`src/rtl/pending_encoder8_3.sv`:
```
// Sequential 8-to-3 encoder: requests accumulate in a pending register and are
// handed out one index per accepted handshake. Define ENCODER_ROUND_ROBIN_EN for
// round-robin selection; the default build uses fixed lowest-index priority.
module pending_encoder8_3 (
   input  logic       clk,
   input  logic       rst,
   input  logic [7:0] i_req,
   input  logic       i_load,
   input  logic       i_ready,
   output logic       o_valid,
   output logic [2:0] o_idx,
   output logic [3:0] o_count,
   output logic       o_dup
);

   function automatic logic [3:0] popcount8(input logic [7:0] v);
      logic [3:0] c;
      c = 4'd0;
      for (int i = 0; i < 8; i++) begin
         c = c + {3'd0, v[i]};
      end
      return c;
   endfunction

`ifdef ENCODER_ROUND_ROBIN_EN
   // Search starts just above the last served index and wraps 7 -> 0.
   function automatic logic [2:0] rr_select(input logic [7:0] v, input logic [2:0] last);
      logic [2:0] sel;
      logic [2:0] cand;
      logic       found;
      sel   = 3'd0;
      found = 1'b0;
      for (int k = 1; k <= 8; k++) begin
         cand = last + 3'(k);
         if (!found && v[cand]) begin
            sel   = cand;
            found = 1'b1;
         end else begin
            found = found;
         end
      end
      return sel;
   endfunction
`else
   function automatic logic [2:0] lowest_set(input logic [7:0] v);
      logic [2:0] sel;
      sel = 3'd0;
      for (int i = 7; i >= 0; i--) begin
         if (v[i]) begin
            sel = 3'(i);
         end else begin
            sel = sel;
         end
      end
      return sel;
   endfunction
`endif

   logic [7:0] pending_q;
   logic [7:0] pending_d;
   logic [3:0] count_q;
   logic [3:0] count_d;
   logic       dup_q;
   logic       dup_d;
   logic [2:0] sel_idx;
   logic       acc;
   logic [7:0] acc_mask;
   logic [7:0] load_mask;
`ifdef ENCODER_ROUND_ROBIN_EN
   logic [2:0] last_q;
   logic [2:0] last_d;
`endif

   // Selection, accept handshake and next-state computation.
   always_comb begin
`ifdef ENCODER_ROUND_ROBIN_EN
      sel_idx = rr_select(pending_q, last_q);
`else
      sel_idx = lowest_set(pending_q);
`endif
      acc       = (|pending_q) & i_ready;
      acc_mask  = 8'd0;
      load_mask = 8'd0;
      if (acc) begin
         acc_mask = 8'd1 << sel_idx;
      end else begin
         acc_mask = 8'd0;
      end
      if (i_load) begin
         load_mask = i_req;
      end else begin
         load_mask = 8'd0;
      end
      // Load is ORed in after clearing, so a bit loaded while being accepted survives.
      pending_d = (pending_q & ~acc_mask) | load_mask;
      dup_d     = |(load_mask & pending_q & ~acc_mask);
      count_d   = popcount8(pending_d);
`ifdef ENCODER_ROUND_ROBIN_EN
      if (acc) begin
         last_d = sel_idx;
      end else begin
         last_d = last_q;
      end
`endif
   end

   // State registers with synchronous reset.
   always_ff @(posedge clk) begin
      if (rst) begin
         pending_q <= 8'd0;
         count_q   <= 4'd0;
         dup_q     <= 1'b0;
`ifdef ENCODER_ROUND_ROBIN_EN
         last_q    <= 3'd7;
`endif
      end else begin
         pending_q <= pending_d;
         count_q   <= count_d;
         dup_q     <= dup_d;
`ifdef ENCODER_ROUND_ROBIN_EN
         last_q    <= last_d;
`endif
      end
   end

   assign o_valid = |pending_q;
   assign o_idx   = sel_idx;
   assign o_count = count_q;
   assign o_dup   = dup_q;

endmodule
```
`config.mk`:
```
export PLATFORM = sky130hd
export DESIGN_NAME = pending_encoder8_3
export DESIGN_NICKNAME = d
export VERILOG_FILES = /design/src/rtl/pending_encoder8_3.sv
export SDC_FILE = /design/constraint.sdc
export NUM_CORES = 1
export LEC_CHECK = 0
export ABC_AREA = 1
export BUFFER_PORTS_ARGS = -buffer_cell sky130_fd_sc_hd__buf_2
export CORE_UTILIZATION = 55
export DETAILED_ROUTE_END_ITERATION = 6
export PLACE_DENSITY = 0.82
export SYNTH_ARGS = -nofsm -noshare
export SYNTH_HDL_FRONTEND = slang
export SYNTH_SLANG_ARGS = --single-unit
```
`constraint.sdc`:
```
create_clock -name clk -period 6.3 [get_ports clk]
set_clock_uncertainty 0.2 [all_clocks]
set_input_delay 0.63 -clock clk [delete_from_list [all_inputs] [get_ports clk]]
set_output_delay 0.63 -clock clk [all_outputs]
set_load 0.01 [all_outputs]
```
==> results of run 1 <==
-- power groups by stage --
stage / clock network, W / logic (W) / registers [W]
after floorplan: 0 / 0.0000758 / 0.000105
after global placement: 0 / 0.000108 / 0.000100
after detailed placement: 0 / 0.000112 / 0.000101
after CTS: 0.0000527 / 0.000112 / 0.0000991
after global routing: 0.0000577 / 0.000129 / 0.000100
final: 0.0000520 / 0.000110 / 0.0000992
-- worst max path at each step --
stage | start | endpoint | slack (ns) | depth (start not counted)
2_1_floorplan | i_ready | o_count[2]$_SDFF_PP0_ | 2.66 | 15
3_3_place_gp | i_ready | o_count[2]$_SDFF_PP0_ | 2.41 | 16
3_5_place_dp | i_ready | o_count[2]$_SDFF_PP0_ | 2.36 | 16
4_1_cts | pending_q[2]$_SDFF_PP0_ | o_count[2]$_SDFF_PP0_ | 2.48 | 21
5_1_grt | pending_q[4]$_SDFF_PP0_ | o_count[2]$_SDFF_PP0_ | 2.19 | 20
6_report | pending_q[2]$_SDFF_PP0_ | o_count[2]$_SDFF_PP0_ | 2.48 | 21
-- flip-flops by register name, indices dropped and copies added (netlist names) --
| register | count |
|---|---|
| o_count | 4 |
| o_dup | 1 |
| pending_q | 8 |
-- per-layer routing --
metal / track usage / share of wire / vias to the layer above
met5: 0 / 0 / -
met4: 0.0968 / 0.015 / 0
met3: 0.0388 / 0.025 / 4
met2: 0.381 / 0.50 / 14
met1: 0.270 / 0.46 / 375
li1: - / - / 455
-- area by class of cell --
class	count	area, um2	share of cell area
Inverter	28	105	0.103
Clock buffer	4	26.3	0.0258
Multi-Input combinational cell	94	505	0.497
Timing Repair Buffer	20	100	0.0984
Tap cell	16	20.0	0.0197
Sequential cell	13	260	0.256
-- cell usage after synthesis, drive strengths merged --
cell | count | area share
dfxtp | 13 | 0.30
nand2 | 43 | 0.20
buf | 1 | 0.0057
fa | 4 | 0.091
clkinv | 1 | 0.0043
a21boi | 3 | 0.026
nand3b | 1 | 0.0085
inv | 27 | 0.12
nor2 | 24 | 0.11
clkbuf | 1 | 0.0043
xor2 | 1 | 0.010
nand3 | 7 | 0.046
a21oi | 7 | 0.040
nor3 | 1 | 0.0057
ha | 3 | 0.043
-- logic make-up (layout without fill, tap and decap cells) --
family | after synthesis | count (layout)
adders and majority gates | 7 | 7
buffers and inverters | 30 | 52
and+or+nand+nor | 76 | 76
xor gates and xnor gates | 1 | 1
DFF | 13 | 13
AOI/OAI and AO/OA | 10 | 10
-- per-stage QoR --
| step | cells | setup WS [ns] | power (W) | utilization |
|---|---|---|---|---|
| after CTS | 175 | 2.48 | 0.000264 | 0.675 |
| after global routing | 175 | 2.19 | 0.000287 | 0.675 |
| after detailed placement | 171 | 2.36 | 0.000213 | 0.658 |
| after global placement | 171 | 2.41 | 0.000209 | 0.658 |
| after floorplan | 137 | 2.66 | 0.000181 | - |
| final | 175 | 2.48 | 0.000261 | 0.675 |
-- critical path, cell delays in order (launching register included) --
cell and delay (ns):
dfxtp_1 0.38, inv_2 0.07, nand2_2 0.09, inv_2 0.04
nand2_1 0.07, nand2_2 0.08, nor2_1 0.15, nand2_1 0.07
nand2_1 0.06, inv_1 0.04, nor2_1 0.17, fa_1 0.44
inv_1 0.08, fa_1 0.41, inv_1 0.08, fa_1 0.42
inv_1 0.07, ha_1 0.17, inv_1 0.06, fa_1 0.37
xor2_1 0.14, nor2_1 0.05
==> qor.txt, run 1 <==
Simple-Gate Fraction of Synth Area -> 0.366
Hold Worst Slack -> 0.321 ns
final antenna-violating net count -> 0
CTS max path bufs -> 2
Crit Path Class -> flip-flop to flip-flop
startpoint types -> flip-flop
fill count -> 154
CTS root buf -> clkbuf_4
post-synthesis xor/xnor area fraction -> 0.00996
Area after DPL -> 991 um2
Tcrit/Tclk final -> 0.607
Post-Synthesis Cells -> 137
most frequent cells in the layout -> nand2_1 (40), inv_1 (22), nor2_1 (22)
I/O pin total -> 21
Worst Tran Pin Value -> 0.306 ns
min cycle time layout -> 3.82 ns
largest family of logic cells by synthesized area -> simple AND/OR/NAND/NOR gates
mux contribution to synthesized area -> 0
die height -> 42.0 um
endpoints failing hold -> 0
R2R depth -> 21
Post-Synth Adder-Cell Area -> 0.134
DR iter-0 viols -> 15
r2r setup slk -> 2.48 ns
CORE AREA -> 0.00151 mm2
clk slew on worst S/H paths -> 0.08 ns
synthesized flop and latch total -> 13
first-pass GRT wire length -> 2930 um
most common cell after layout, fill and taps aside -> nand2_1
Die X -> 42.0 um
IO buf count -> 20
pin count of the biggest net entering global routing -> 14
critical path data arrival time -> 3.79 ns
cts hold-fix bufs -> 0
Synth Area per Inst -> 6.42 um2
Setup-failing EPs final -> 0
hold path start -> pending_q[6]$_SDFF_PP0_
layout cells sized above 1 -> 0.214
setup bufs post-CTS -> 0
run status -> completed
CTS-repair resized insts -> 0
setup TNS -> 0 ns
post-synthesis net count -> 156
H-tree depth -> 1
via count -> 848
Initial Utilization -> 0.584
Sw Ratio -> 0.374
P_int -> 0.000163 W
sequential fraction of design power -> 0.380
Max-cap violations -> 0
WL final -> 1700 um
PwrDens -> 257 mW/mm2
synthesized area -> 880 um2
critical path fanouts, max -> 4
CTS tree -> built
post-synthesis compound-gate area fraction -> 0.0654
switching pwr -> 0.0000978 W
Lkg Pwr -> 0.581 nW
Peak Freq -> 262 MHz
GPL Wtd Cong -> 0.794
hold-critical path endpoint -> pending_q[6]$_SDFF_PP0_
clock power share -> 0.199
Worst Hold Class -> flip-flop to flip-flop
Slew HR -> 0.794
n_diodes -> 0
clk sink count -> 13
GRT Total Usage -> 0.222
CP Capture Type -> flip-flop
initial antenna violation count -> 0
Via density -> 4.85
maximum VDD drop -> 194 uV
YS warnings -> 0
Worst Path Required -> 6.27 ns
Nets -> 179
Area Growth Syn to Fin -> 15.6%
register area share after synthesis -> 0.296
R2R Path Start -> pending_q[2]$_SDFF_PP0_
Yosys cell types -> 21
Avg WL per Cell -> 9.71 um
1st-pass router iterations -> 4
CTS Buf Count -> 3
DRC -> 0
gr ovfl total -> 0
RSZ-0062 raised after global routing -> false
Post-DP HPWL -> 1450 um
row count -> 14
hold path depth -> 2
part of the power in combinational logic -> 0.421
vias in the first global route -> 750
later-pin clock latency in the skew report -> 0.27 ns
FF-to-FF End -> o_count[2]$_SDFF_PP0_
max-slew violation count -> 0
die area -> 0.00176 mm2
design area -> 0.00102 mm2
Power figures use the tool's default switching activity.
==> run 2: changes to the inputs <==
Settings changed: CORE_UTILIZATION 55 to 51, PLACE_DENSITY 0.82 to 0.76.
Clock period 6.3 ns to 3.6 ns, I/O delays scaled along.
==> run 2 against run 1 <==
  * The flow now finishes with violations (setup timing)
  * Clock power increased by 78%
  * Sequential power increased by 76%
  * Clock-buffer cell count unchanged
  * Utilization increased by 17 points
  * Critical path depth decreased by 1
  * Critical endpoint is now o_count[1]$_SDFF_PP0_
  * Largest cell class unchanged
  * Highest routed layer unchanged
==> qor.txt, run 2 (synthesis results as in run 1) <==
Avg WL per Cell -> 13.5 um
hold path start -> i_req[2]
endpoints failing hold -> 0
CORE AREA -> 0.00156 mm2
final antenna-violating net count -> 0
final setup margin -> -0.134 ns
PwrDens -> 423 mW/mm2
n_diodes -> 0
first-pass GRT wire length -> 3750 um
Design Power -> 0.000559 W
later-pin clock latency in the skew report -> 0.27 ns
Area after DPL -> 0.00115 mm2
vias in the first global route -> 976
Sw Ratio -> 0.385
CP Capture Type -> flip-flop
GPL Wtd Cong -> 0.828
Lkg Pwr -> 0.736 nW
Area Growth Syn to Fin -> 50.4%
run status -> finished with violations
part of the power in combinational logic -> 0.521
Cell Count, Final, Fillers Out -> 206
I/O pin total -> 21
P_int -> 0.000344 W
Worst Tran Pin Value -> 0.284 ns
Post-DP HPWL -> 1740 um
design area -> 0.00132 mm2
initial antenna violation count -> 0
placed cells -> 192
max-slew violation count -> 0
number of flip-flops in the largest register -> 8
fill count -> 105
hold path depth -> 3
clock power share -> 0.165
most common cell after layout, fill and taps aside -> nand2_1
via count -> 1065
pin count of the biggest net entering global routing -> 14
RSZ-0062 raised after global routing -> true
clk slew on worst S/H paths -> 0.09 ns
hold-critical path endpoint -> pending_q[2]$_SDFF_PP0_
Peak Freq -> 268 MHz
Initial Utilization -> 0.564
most frequent cells in the layout -> nand2_1 (36), buf_4 (31), buf_2 (20)
Nets -> 210
die height -> 43.5 um
Via density -> 5.17
Max-cap violations -> 0
1st-pass router iterations -> 4
Worst Path Required -> 3.57 ns
r2r setup slk -> -0.13 ns
Hold Worst Slack -> 0.178 ns
GRT Total Usage -> 0.266
switching pwr -> 0.000215 W
M1 GR Usage -> 0.296
startpoint types -> flip-flop
gr ovfl total -> 0
WL final -> 2790 um
Setup-failing EPs final -> 2
grt met2 use -> 0.476
final core utilization -> 0.848
sequential fraction of design power -> 0.314
critical path fanouts, max -> 4
Slew HR -> 0.810
R2R depth -> 20
maximum VDD drop -> 409 uV
DR iter-0 viols -> 47
CTS tree -> built
CTS Buf Count -> 3
failing checks -> setup timing
DRC -> 0
IO buf count -> 20
H-tree depth -> 1
critical path data arrival time -> 3.70 ns
Worst Hold Class -> input pin to flip-flop
Die X -> 43.5 um
row count -> 14
Crit Path Class -> flip-flop to flip-flop
min cycle time layout -> 3.73 ns
layout cells sized above 1 -> 0.489
Most Crowded Layer GR -> met2
Tcrit/Tclk final -> 1.04
clk sink count -> 13
die area -> 0.00189 mm2
met3 usage -> 0.0417
CTS max path bufs -> 2
CTS root buf -> clkbuf_4
FF-to-FF End -> o_count[1]$_SDFF_PP0_
R2R Path Start -> pending_q[2]$_SDFF_PP0_
Largest Register -> pending_q
==> run 2: per-layer routing <==
metal,vias to the layer above,wire length [um]
li1,511,-
met1,487,1020
met3,16,140
met4,0,141
met2,51,1480
met5,-,0
==> run 2: area by class of cell <==
cell class / instances / area [um2] / area share
inverters: 28 / 108 / 0.0814
well taps: 16 / 20.0 / 0.0151
multi-input cells: 94 / 566 / 0.428
repair buffers: 51 / 333 / 0.252
clock buffers: 4 / 26.3 / 0.0199
flip-flops and latches: 13 / 270 / 0.204
==> run 2: through the flow <==
step | setup slack, ns | setup TNS [ns]
after floorplan | 0.0516 | 0
after global placement | -0.0979 | -0.154
after detailed placement | -0.214 | -0.373
after CTS | -0.0524 | -0.0894
after global routing | -0.234 | -0.466
final | -0.134 | -0.256
==> run 2: repair_timing <==
item                                    in CTS  in global routing
hold endpoints to repair                     0                  0
hold buffers                                 0                  0
endpoints found under the setup margin       2                  2
gates resized for setup                     18                 16
pin swaps                                   12                  9
setup buffers                                5                  6
==> run 2: how the worst max path moves through the flow <==
stage / endpoint / startpoint
after floorplan: o_count[2]$_SDFF_PP0_ / pending_q[7]$_SDFF_PP0_
after global placement: o_count[2]$_SDFF_PP0_ / pending_q[1]$_SDFF_PP0_
after detailed placement: o_count[2]$_SDFF_PP0_ / pending_q[4]$_SDFF_PP0_
after CTS: o_count[2]$_SDFF_PP0_ / pending_q[5]$_SDFF_PP0_
after global routing: o_count[1]$_SDFF_PP0_ / pending_q[2]$_SDFF_PP0_
final: o_count[1]$_SDFF_PP0_ / pending_q[2]$_SDFF_PP0_
==> run 2: worst max-delay path, cell delays in order, from the launching register on <==
cell	delay, ns
dfxtp_2	0.34
inv_2	0.06
nand2_2	0.07
inv_2	0.09
nand2_2	0.07
nand2_4	0.08
nor2_2	0.04
nand2_1	0.06
nand2_1	0.07
inv_2	0.08
nor2_4	0.05
fa_1	0.55
inv_2	0.05
fa_1	0.50
inv_2	0.04
fa_1	0.49
inv_2	0.08
ha_4	0.13
inv_2	0.04
fa_2	0.51
nor2_1	0.04
==> run 2: power groups by stage <==
| stage | logic (W) | clock network [W] | registers, W |
|---|---|---|---|
| 2_1_floorplan | 0.000133 | 0 | 0.000184 |
| 3_3_place_gp | 0.000219 | 0 | 0.000174 |
| 3_5_place_dp | 0.000231 | 0 | 0.000175 |
| 4_1_cts | 0.000251 | 0.0000930 | 0.000174 |
| 5_1_grt | 0.000319 | 0.0000992 | 0.000177 |
| 6_report | 0.000292 | 0.0000923 | 0.000175 |
==> run 3: changes to the inputs <==
Settings changed: CORE_MARGIN set to 1.5.
==> run 3 against run 2 <==
  * The run still ends with setup timing left
  * Power decreased by 1.7%
  * Die area rose by 4.6%
  * Clock-buffer cell count unchanged
  * Final cell count rose by 1.5%
  * Non-clock buffer count grew 3
  * Worst hold slack got worse by 0.020 ns
  * Critical path depth increased by 1
==> qor.txt, run 3 (synthesis results as in run 1) <==
Max-cap violations -> 0
first-pass GRT wire length -> 3910 um
setup TNS -> -0.227 ns
via count -> 1045
GPL Wtd Cong -> 0.797
critical path launch point -> pending_q[3]$_SDFF_PP0_
die height -> 44.5 um
WL final -> 2730 um
r2r setup slk -> -0.12 ns
failing checks -> setup timing
DRC -> 0
layout cells sized above 1 -> 0.492
H-tree depth -> 1
number of flip-flops in the largest register -> 8
slowest CP cell -> fa_1
vias in the first global route -> 989
Largest Register -> pending_q
Post-DP HPWL -> 1740 um
IO buf count -> 20
critical path fanouts, max -> 4
Avg WL per Cell -> 13.1 um
later-pin clock latency in the skew report -> 0.29 ns
Peak Freq -> 269 MHz
Lkg Pwr -> 0.752 nW
CORE AREA -> 0.00156 mm2
Crit Path Class -> flip-flop to flip-flop
startpoint types -> flip-flop
critical path data arrival time -> 3.68 ns
1st-pass router iterations -> 4
CTS root buf -> clkbuf_4
final core utilization -> 0.862
maximum VDD drop -> 401 uV
Initial Utilization -> 0.564
max-slew violation count -> 0
DR iter-0 viols -> 14
final setup margin -> -0.116 ns
CTS max path bufs -> 2
Setup-failing EPs final -> 2
hold path start -> i_req[6]
PwrDens -> 409 mW/mm2
Worst Tran Pin Value -> 0.291 ns
most frequent cells in the layout -> nand2_1 (34), buf_4 (34), buf_2 (20)
critical path's top delay family -> adder cells
clk sink count -> 13
Nets -> 213
endpoints failing hold -> 0
CTS tree -> built
R2R Path Start -> pending_q[3]$_SDFF_PP0_
run status -> finished with violations
WP buf/inv -> 7
sequence of cells on the critical path -> inv_2 -> nand2_2 -> inv_2 -> nand2_2 -> nand2_4 -> nor2_4 -> nand2_2 -> nand2_2 -> inv_2 -> nor2_4 -> fa_1 -> inv_2 -> fa_1 -> inv_1 -> fa_1 -> inv_1 -> ha_2 -> inv_2 -> fa_2 -> xor2_1 -> nor2_1
CTS Buf Count -> 3
Multi-input gate area -> 566 um2
Slew HR -> 0.805
FF+latch area -> 269 um2
placed cells -> 192
Worst Path Required -> 3.57 ns
Area Growth Syn to Fin -> 52.8%
clk slew on worst S/H paths -> 0.09 ns
Worst Hold Class -> input pin to flip-flop
n_diodes -> 0
row count -> 14
RSZ-0062 raised after global routing -> true
Via density -> 5.00
Cell Count, Final, Fillers Out -> 209
Max stage delay on crit path -> 0.51 ns
final antenna-violating net count -> 0
gr ovfl total -> 0
Tcrit/Tclk final -> 1.03
Die X -> 44.5 um
I/O pin total -> 21
min cycle time layout -> 3.72 ns
CP Capture Type -> flip-flop
GRT Total Usage -> 0.266
die area -> 0.00198 mm2
initial antenna violation count -> 0
most frequent cell on the critical path -> inv_2
fill count -> 85
pin count of the biggest net entering global routing -> 14
run 3: worst register-to-register path, cell delays in order, from the launching register on:
cell,delay [ns]
dfxtp_2,0.33
inv_2,0.07
nand2_2,0.08
inv_2,0.09
nand2_2,0.08
nand2_4,0.09
nor2_4,0.05
nand2_2,0.05
nand2_2,0.05
inv_2,0.08
nor2_4,0.04
fa_1,0.51
inv_2,0.04
fa_1,0.47
inv_1,0.05
fa_1,0.47
inv_1,0.08
ha_2,0.19
inv_2,0.04
fa_2,0.33
xor2_1,0.16
nor2_1,0.05
run 3: layer usage:
layer  part of all wire  vias to the layer above  wire, um  global-route usage
met5                  0                        -         0                   0
met4              0.021                        0        57              0.0727
met3              0.041                        6       113              0.0367
met2               0.54                       36      1460               0.519
met1               0.40                      484      1100               0.292
li1                   -                      519         -                   -
run 3: what timing repair did:
action                                  CTS  global route
pin swaps                                11            10
hold buffers                              0             0
setup buffers                             8             6
gates resized for setup                  16            17
endpoints found under the setup margin    2             2
run 3: through the flow:
stage / area, um2 / hold slack (ns) / setup WS [ns] / power, W
6_report: 1340 / 0.159 / -0.116 / 0.000550
5_1_grt: 1340 / 0.167 / -0.226 / 0.000591
4_1_cts: 1260 / 0.154 / -0.0345 / 0.000520
3_5_place_dp: 1150 / 0.414 / -0.191 / 0.000402
3_3_place_gp: 1150 / 0.406 / -0.0856 / 0.000394
2_1_floorplan: 880 / 0.229 / 0.0516 / 0.000316
run 3: final timing paths:
path                                                end  depth (start not counted)
worst min register to register  pending_q[6]$_SDFF_PP0_                          3
worst max-delay path              o_count[2]$_SDFF_PP0_                         21
worst min-delay path            pending_q[6]$_SDFF_PP0_                          3
worst max register to register    o_count[2]$_SDFF_PP0_                         21
run 3: area by class of cell:
class	count	area share
clock buffer	4	0.0196
sequential	13	0.200
timing repair buffer	54	0.264
inverter	28	0.0801
tap	16	0.0149
multi-input combinational	94	0.421
run 3: power breakdown:
part	switching, W	total, W	internal (W)
clock network	0.0000509	0.0000941	0.0000431
logic	0.000150	0.000281	0.000130
registers	0.00000885	0.000175	0.000166
